[src/rtl/hazard_scoreboard.sv]
// rtl/hazard_scoreboard.sv - per-register latency scoreboard driving ID-stage RAW/WAW stall
// Optional perf counters: define HAZARD_PERF_CNT_EN.
module hazard_scoreboard #(
    parameter int NREG  = 32,
    parameter int AW    = 5,
    parameter int LAT_W = 3
) (
    input  logic             clk,
    input  logic             rst,
    input  logic             hold,
    input  logic             id_valid,
    input  logic [AW-1:0]    id_rs,
    input  logic [AW-1:0]    id_rt,
    input  logic             id_rs_used,
    input  logic             id_rt_used,
    input  logic             id_early,
    input  logic             id_wr_en,
    input  logic [AW-1:0]    id_wr_addr,
    input  logic [LAT_W-1:0] id_wr_lat,
`ifdef HAZARD_PERF_CNT_EN
    output logic [31:0]      perf_raw_cycles,
    output logic [31:0]      perf_waw_cycles,
`endif
    output logic             stall,
    output logic             stall_raw,
    output logic             stall_waw,
    output logic [NREG-1:0]  busy_vec
);

    // Register 0 has no storage; addresses >= NREG never match any slot.
    logic [LAT_W-1:0] cnt [1:NREG-1];

    logic [LAT_W-1:0] cnt_rs;
    logic [LAT_W-1:0] cnt_rt;
    logic [LAT_W-1:0] cnt_wr;
    logic [LAT_W-1:0] thr;
    logic             raw_a;
    logic             raw_b;
    logic             issue;

    always_comb begin
        cnt_rs = '0;
        cnt_rt = '0;
        cnt_wr = '0;
        for (int r = 1; r < NREG; r++) begin
            if (id_rs == AW'(r))      cnt_rs = cnt[r];
            if (id_rt == AW'(r))      cnt_rt = cnt[r];
            if (id_wr_addr == AW'(r)) cnt_wr = cnt[r];
        end
    end

    // EX consumers are served by the bypass one cycle later, hence the looser threshold.
    assign thr       = id_early ? LAT_W'(0) : LAT_W'(1);
    assign raw_a     = id_rs_used && (cnt_rs > thr);
    assign raw_b     = id_rt_used && (cnt_rt > thr);
    assign stall_raw = id_valid && (raw_a || raw_b);
    assign stall_waw = id_valid && id_wr_en && (cnt_wr > id_wr_lat);
    assign stall     = stall_raw || stall_waw;

    assign issue = id_valid && !stall && !hold && id_wr_en &&
                   (id_wr_addr != '0) && (id_wr_lat != '0);

    always_ff @(posedge clk or posedge rst) begin
        if (rst) begin
            for (int r = 1; r < NREG; r++) cnt[r] <= '0;
        end else if (!hold) begin
            for (int r = 1; r < NREG; r++) begin
                if (issue && (id_wr_addr == AW'(r))) cnt[r] <= id_wr_lat;
                else if (cnt[r] != '0)               cnt[r] <= cnt[r] - LAT_W'(1);
            end
        end
    end

    always_comb begin
        busy_vec    = '0;
        for (int r = 1; r < NREG; r++) busy_vec[r] = (cnt[r] != '0);
    end

`ifdef HAZARD_PERF_CNT_EN
    always_ff @(posedge clk or posedge rst) begin
        if (rst) begin
            perf_raw_cycles <= '0;
            perf_waw_cycles <= '0;
        end else if (!hold) begin
            if (stall_raw) perf_raw_cycles <= perf_raw_cycles + 32'd1;
            if (stall_waw) perf_waw_cycles <= perf_waw_cycles + 32'd1;
        end
    end
`endif

endmodule

[config.mk]
export PLATFORM = sky130hd
export DESIGN_NAME = hazard_scoreboard
export DESIGN_NICKNAME = d
export VERILOG_FILES = /design/src/rtl/hazard_scoreboard.sv
export SDC_FILE = /design/constraint.sdc
export NUM_CORES = 1
export LEC_CHECK = 0
export CORE_ASPECT_RATIO = 0.5
export CORE_MARGIN = 5
export CORE_UTILIZATION = 30
export DETAILED_ROUTE_END_ITERATION = 6
export SYNTH_ARGS = -nofsm -noshare
export SYNTH_HDL_FRONTEND = slang
export SYNTH_SLANG_ARGS = --single-unit
[constraint.sdc]
create_clock -name clk -period 10.6 [get_ports clk]
set_input_delay 1.59 -clock clk [delete_from_list [all_inputs] [get_ports clk]]
set_output_delay 1.59 -clock clk [all_outputs]
set_load 0.05 [all_outputs]
==> results of run 1 <==
worst max-delay path, cell delays in order:
cell	delay, ns
clkdlybuf4s50_1	0.87
nand2b_1	0.49
o22ai_1	0.22
a211oi_1	0.09
o22ai_1	0.18
nor2_1	0.06
o221ai_1	0.20
o211ai_1	0.11
a21oi_1	0.19
o21ai_0	0.12
ha_1	0.30
o22ai_1	0.23
a2111oi_0	0.09
o21ai_0	0.13
o211ai_1	0.12
a31o_2	0.29
and2_2	0.35
inv_4	0.37
clkdlybuf4s50_1	0.88
through the flow:
stage                     setup WS (ns)  instance area (um2)  power (mW)  hold slack [ns]  utilization, %
after floorplan                    3.55                11000        1.68            0.532               -
after CTS                          2.23                12100        2.60            0.586            33.6
final                              2.07                12100        2.65            0.582            33.6
after global placement             2.22                11800        2.22            0.570            32.7
after detailed placement           2.24                11800        2.23            0.571            32.7
after global routing               1.88                12100        2.80            0.622            33.6
layout make-up:
cell class	count	area, um2	share of cell area (%)
inverter	82	313	2.58
clock buffer	9	225	1.86
multi-input combinational	1116	7850	64.9
clock inverter	7	91.3	0.754
tap	484	606	5.00
timing repair buffer	76	694	5.73
sequential	93	2330	19.2
cell families after synthesis:
| group | after synthesis | share of synthesized area (%) |
|---|---|---|
| buf+inv | 192 | 7.51 |
| simple gates | 557 | 29.0 |
| flops | 93 | 21.2 |
| other cells | 1 | 0.0341 |
| compound gates | 445 | 29.3 |
| mux | 45 | 5.27 |
| fa+ha+maj | 67 | 7.63 |
| xor+xnor | 1 | 0.0798 |
placed cells by master (no fill, tap or decap), types with 10 or more instances in the layout:
master / count
o22a_1: 11
and2_1: 10
a21oi_1: 73
nor2b_1: 29
nand3_1: 35
nand3b_1: 30
a211oi_1: 38
nor3_1: 65
o21a_1: 17
mux2_2: 13
a22oi_1: 15
nor3b_1: 25
mux2i_1: 23
and3_1: 16
inv_1: 78
nand2b_1: 70
nor4b_1: 17
a32oi_1: 11
nor4_1: 14
a221oi_1: 28
or4b_2: 14
ha_1: 67
o22ai_1: 27
clkdlybuf4s50_1: 53
nor2_1: 116
o32ai_1: 10
o211ai_1: 13
a221o_1: 21
dfrtp_1: 93
a31oi_1: 20
o21ai_0: 66
nand2_1: 62
buf_4: 17
worst max path at each step:
stage                     cells after the start     startpoint  slack [ns]   endpoint
after floorplan                              12  id_wr_addr[0]        3.55      stall
after global placement                       19       id_rs[2]        2.22  stall_raw
after detailed placement                     19       id_rs[2]        2.24  stall_raw
after CTS                                    19       id_rs[2]        2.23  stall_raw
after global routing                         19       id_rs[2]        1.88  stall_raw
final                                        19       id_rs[2]        2.07  stall_raw
power groups by stage:
stage	Clock (mW)	Sequential (mW)	Combinational, mW
2_1_floorplan	0	0.669	1.01
3_3_place_gp	0	0.889	1.33
3_5_place_dp	0	0.883	1.34
4_1_cts	0.375	0.876	1.35
5_1_grt	0.383	0.904	1.51
6_report	0.369	0.907	1.37
per-layer routing:
metal | share of wire, % | up-vias
met2 | 41 | 711
li1 | - | 5273
met4 | 3.0 | 0
met3 | 12 | 93
met1 | 44 | 5882
met5 | 0 | -
==> impl_metrics.tcl, run 1 <==
set metrics [dict create \
    status "finished, violations left" \
    violations "DRC" \
    cts_inserted_buffers 9 \
    syn_inst 1401 \
    antenna_found_initial 0 \
    p_int_mw 1.26 \
    reg.largest.list "cnt x93" \
    pwr-share-comb_pct 51.9 \
    cts_resized 0 \
    layout.nets 1471 \
    rrSetupSlack_ns 5.43 \
    synth_top_cell_area_share_pct 21.2 \
    fp.dieH_um 145 \
    drive_gt1_share_pct 7.23 \
    dieArea_um2 40800 \
    cts_num_sinks 93 \
    ys_seq_area_share_pct 21.2 \
    holdPathEnd "cnt[79]" \
    avgViaCountPerCell 6.41 \
    crit_required_ns 9.01 \
    slew_headroom_pct 16.4 \
    antennaDiodeCount 0 \
    cp-end-kind "output pin" \
    yosys-top-cells-count "nor2_1 (118), dfrtp_1 (93), inv_1 (79)" \
    top_usage_layer "met1" \
    synthTopCellsByArea "dfrtp_1 (21%), ha_1 (7.6%), nor2_1 (4.0%), nand2b_1 (4.0%), a21oi_1 (3.3%)" \
    rr_endpoint "cnt[14]" \
    grt_first_pass_wirelength_um 70400 \
    root_buffer "clkbuf_16" \
    largest_reg_flops 93 \
    max_freq_mhz 117 \
    die_x_um 281 \
    post-cts-setup-buffers 0 \
    worstSetupPathType "input port to output pin" \
    syn_area_um2 11000 \
    grt_use_met3_pct 5.96 \
    ys_ff_latch 93 \
    yosys.cell_types.count 91 \
    grt-ovfl-total 0 \
    clkTransAtPathRegs_ns 0.08 \
    first_pass_iters 7 \
    setup_viol 0 \
    start_util_pct 30.5 \
    routed_wl_um 47200 \
    largest-register "cnt" \
    slew_violations 0 \
    htree_levels 3 \
    core_um2 36000 \
    holdBufCountCts 0 \
    power_leakage_nw 4.63 \
    fillCellCount 3891 \
    crit_arrival_ns 6.94 \
    netSwitchingFraction_pct 52.5 \
    drc 4 \
    ioPinCount 61 \
    power_frac_seq_pct 34.2 \
    num_vias 11959 \
    ir_worst_vdd_v 0.0000864 \
    final_cells 1867 \
    min_from "cnt[79]" \
    ant_nets 0 \
    period_share_pct 80.5 \
    synth-edff-count 0 \
    yosysWarningCount 0 \
    grt_max_degree 71 \
    grt_util_met2_pct 31.1 \
    finClkSkew_ns 0.0143 \
    synth_most_common_cell "nor2_1" \
    clockBufferDepth 2 \
    synth_flop_cell "dfrtp_1" \
    fin_setup_tns_ns 0 \
    syn_nets 1494 \
    synth_area_leader_cell "dfrtp_1" \
    crit_path_max_fanout 35 \
    cts_tree "yes" \
    p_sw_mw 1.39 \
    clock_latency_ns 0.37 \
    gp_congestion 1.06 \
    synth-async-reset-ratio_pct 100 \
    grt_usage_pct 22.2 \
    p_per_area_nw_per_um2 219 \
    num_rows 49 \
    holdCritPathClass "register to register" \
    hold_viol_final 0 \
    pwr-share-clk_pct 13.9 \
    routedWlPerCell_um 25.3 \
    syn_to_final_growth_pct 10.3 \
    worstMarginPinSlew_ns 1.24 \
    port_buffers 59 \
    rsz0062_at_grt "false" \
    grt_pass1_vias 10813 \
    dp_hpwl_um 34300 \
    syn_avg_cell_area_um2 7.84 \
    use_met1_pct 32.8 \
    layout_min_cycle_time_ns 8.53 \
    dp.cells 1851 \
    drtIter0Drc 1601 \
    reg2reg_from "cnt[91]" \
    cp-start-kind "input port" \
    max_cap_viol_count 0 \
    hold_depth 2 \
    ff2ff_path_depth 20 \
]
No activity file was read; power rests on OpenSTA's default activity.
==> run 2, diff against run 1 <==
clock period = 8.5 ns   (was 10.6 ns; I/O delays follow)
==> run 2 against run 1 <==
Compared with the run above:
- the run now ends clean
- flip-flop and latch count unchanged
- non-clock buffer count up 6
- first-iteration DRC count up 22%
- routed wire length up 0.76%
- design area up 0.33%
- critical path depth down 5
- cell count up 0.32%
- global-route usage up 0.35 points
- power up 25%
- worst hold slack better by 0.010 ns
- highest routed layer is now met5
==> impl_metrics.tcl, run 2 (synthesis results as in run 1) <==
set metrics [dict create \
    largest_reg_flops 93 \
    num_vias 11984 \
    final_cell_mix "nor2_1 (116), dfrtp_1 (93), inv_1 (78)" \
    dieArea_um2 40800 \
    crit_path_max_fanout 21 \
    hold_ws_ns 0.592 \
    p_int_mw 1.58 \
    fp.dieH_um 145 \
    multi_input_area_um2 7850 \
    holdCritPathClass "register to register" \
    max_cap_viol_count 0 \
    grt-ovfl-total 0 \
    drc 0 \
    drtIter0Drc 1951 \
    path_cells "clkdlybuf4s50_1 > nor3_1 > nand2_1 > o21ai_0 > a21o_1 > a31oi_1 > o32ai_1 > o21a_1 > o211ai_1 > ha_1 > a21o_1 > a21oi_1 > a311oi_2 > clkdlybuf4s50_1" \
    clkTransAtPathRegs_ns 0.08 \
    min_from "cnt[79]" \
    finClkSkew_ns 0.0134 \
    reg2reg_from "cnt[87]" \
    pre_cts_slack_ns 1.21 \
    clock_latency_ns 0.37 \
    netSwitchingFraction_pct 52.4 \
    grt_first_pass_wirelength_um 71400 \
    drive_gt1_share_pct 7.85 \
    power_frac_seq_pct 34.1 \
    ff2ff_path_depth 19 \
    post-cts-setup-buffers 0 \
    period_share_pct 86.3 \
    routedWlPerCell_um 25.4 \
    cp-start-kind "input port" \
    reg.largest.list "cnt x93" \
    fin_util_pct 33.7 \
    use_met1_pct 33.9 \
    syn_to_final_growth_pct 10.6 \
    slew_headroom_pct 28.7 \
    worstSetupPathType "input port to output pin" \
    fin_setup_tns_ns 0 \
    ir_worst_vdd_v 0.000108 \
    max_stage_delay_ns 0.93 \
    layout.nets 1477 \
    grt_pass1_vias 10669 \
    grt_util_met2_pct 32.1 \
    hold_depth 2 \
    power_leakage_nw 4.66 \
    ant_nets 0 \
    final-seq-area_um2 2330 \
    antenna_found_initial 1 \
    setup_ws_ns 1.16 \
    cts_num_sinks 93 \
    num_rows 49 \
    largest-register "cnt" \
    die_x_um 281 \
    dpl-instance-area_um2 11800 \
    cts_resized 0 \
    avgViaCountPerCell 6.40 \
    gp_congestion 1.08 \
    crit_family "buffers and inverters" \
    root_buffer "clkbuf_16" \
    p_sw_mw 1.74 \
    first_pass_iters 6 \
    rsz0062_at_grt "false" \
    status "finished, final reports clean" \
    cp-end-kind "output pin" \
    rrSetupSlack_ns 3.39 \
    layout_min_cycle_time_ns 7.34 \
    fillCellCount 3845 \
    grt_use_met3_pct 5.63 \
    pwr-share-clk_pct 13.9 \
    core_um2 36000 \
    p_per_area_nw_per_um2 273 \
    grt_usage_pct 22.5 \
    cp_num_buf_inv 2 \
    setup_viol 0 \
    crit_arrival_ns 6.06 \
    port_buffers 59 \
    routed_wl_um 47600 \
    ioPinCount 61 \
    holdPathEnd "cnt[79]" \
    crit_path_top_delay_cell "nor3_1" \
    cts_inserted_buffers 9 \
    max_freq_mhz 136 \
    clockBufferDepth 2 \
    worstMarginPinSlew_ns 1.07 \
    top_usage_layer "met1" \
    crit_required_ns 7.22 \
    hold_viol_final 0 \
    fin_area_um2 12200 \
    dp_hpwl_um 35300 \
    htree_levels 3 \
    final_common_cell "nor2_1" \
    rr_endpoint "cnt[48]" \
    slew_violations 0 \
    start_util_pct 30.5 \
    grt_max_degree 80 \
    pwr-share-comb_pct 52.0 \
    holdBufCountCts 0 \
    cts_tree "yes" \
    antennaDiodeCount 0 \
]
## run 2: changes by cell type in the layout (fill, tap and decap cells not counted), sizes merged
cell and delta:
clkinv -1, buf +8, clkbuf +1, clkdlybuf4s50 -2
## run 2: final cells by class
cell class / count / area share [%]
multi-input combinational: 1116 / 64.6
sequential: 93 / 19.2
timing repair buffer: 82 / 6.04
tap: 484 / 4.98
inverter: 82 / 2.57
clock buffer: 10 / 1.97
clock inverter: 6 / 0.638
## run 2: per-layer routing
metal  part of all wire [%]  wire length (um)
met2                     41             19600
met4                    2.3              1120
met5                  0.027                13
met1                     45             21200
met3                     12              5620
## run 2: tightest hold or removal path: stages (launching register included)
cell and delay [ns]:
dfrtp_1 0.38, nor2b_1 0.12, a211oi_1 0.06
## run 2: power by group through the flow
stage,clock [mW],combinational [mW],sequential (mW)
6_report,0.460,1.72,1.13
5_1_grt,0.481,1.89,1.13
4_1_cts,0.469,1.69,1.09
3_5_place_dp,0,1.68,1.10
3_3_place_gp,0,1.67,1.11
2_1_floorplan,0,1.26,0.835
## run 2: worst max-delay path by stage
stage	startpoint	endpoint	depth (start not counted)
3_5_place_dp	id_wr_addr[1]	stall_waw	14
3_3_place_gp	id_wr_addr[1]	stall_waw	14
4_1_cts	id_wr_addr[1]	stall_waw	14
5_1_grt	id_wr_addr[1]	stall_waw	14
2_1_floorplan	id_wr_addr[0]	stall	12
6_report	id_wr_addr[1]	stall_waw	14
## run 2: per-stage QoR
stage                     power [mW]  cells
after floorplan                 2.10   1401
after global placement          2.78   1857
after detailed placement        2.78   1857
after CTS                       3.25   1873
after global routing            3.50   1873
final                           3.31   1873
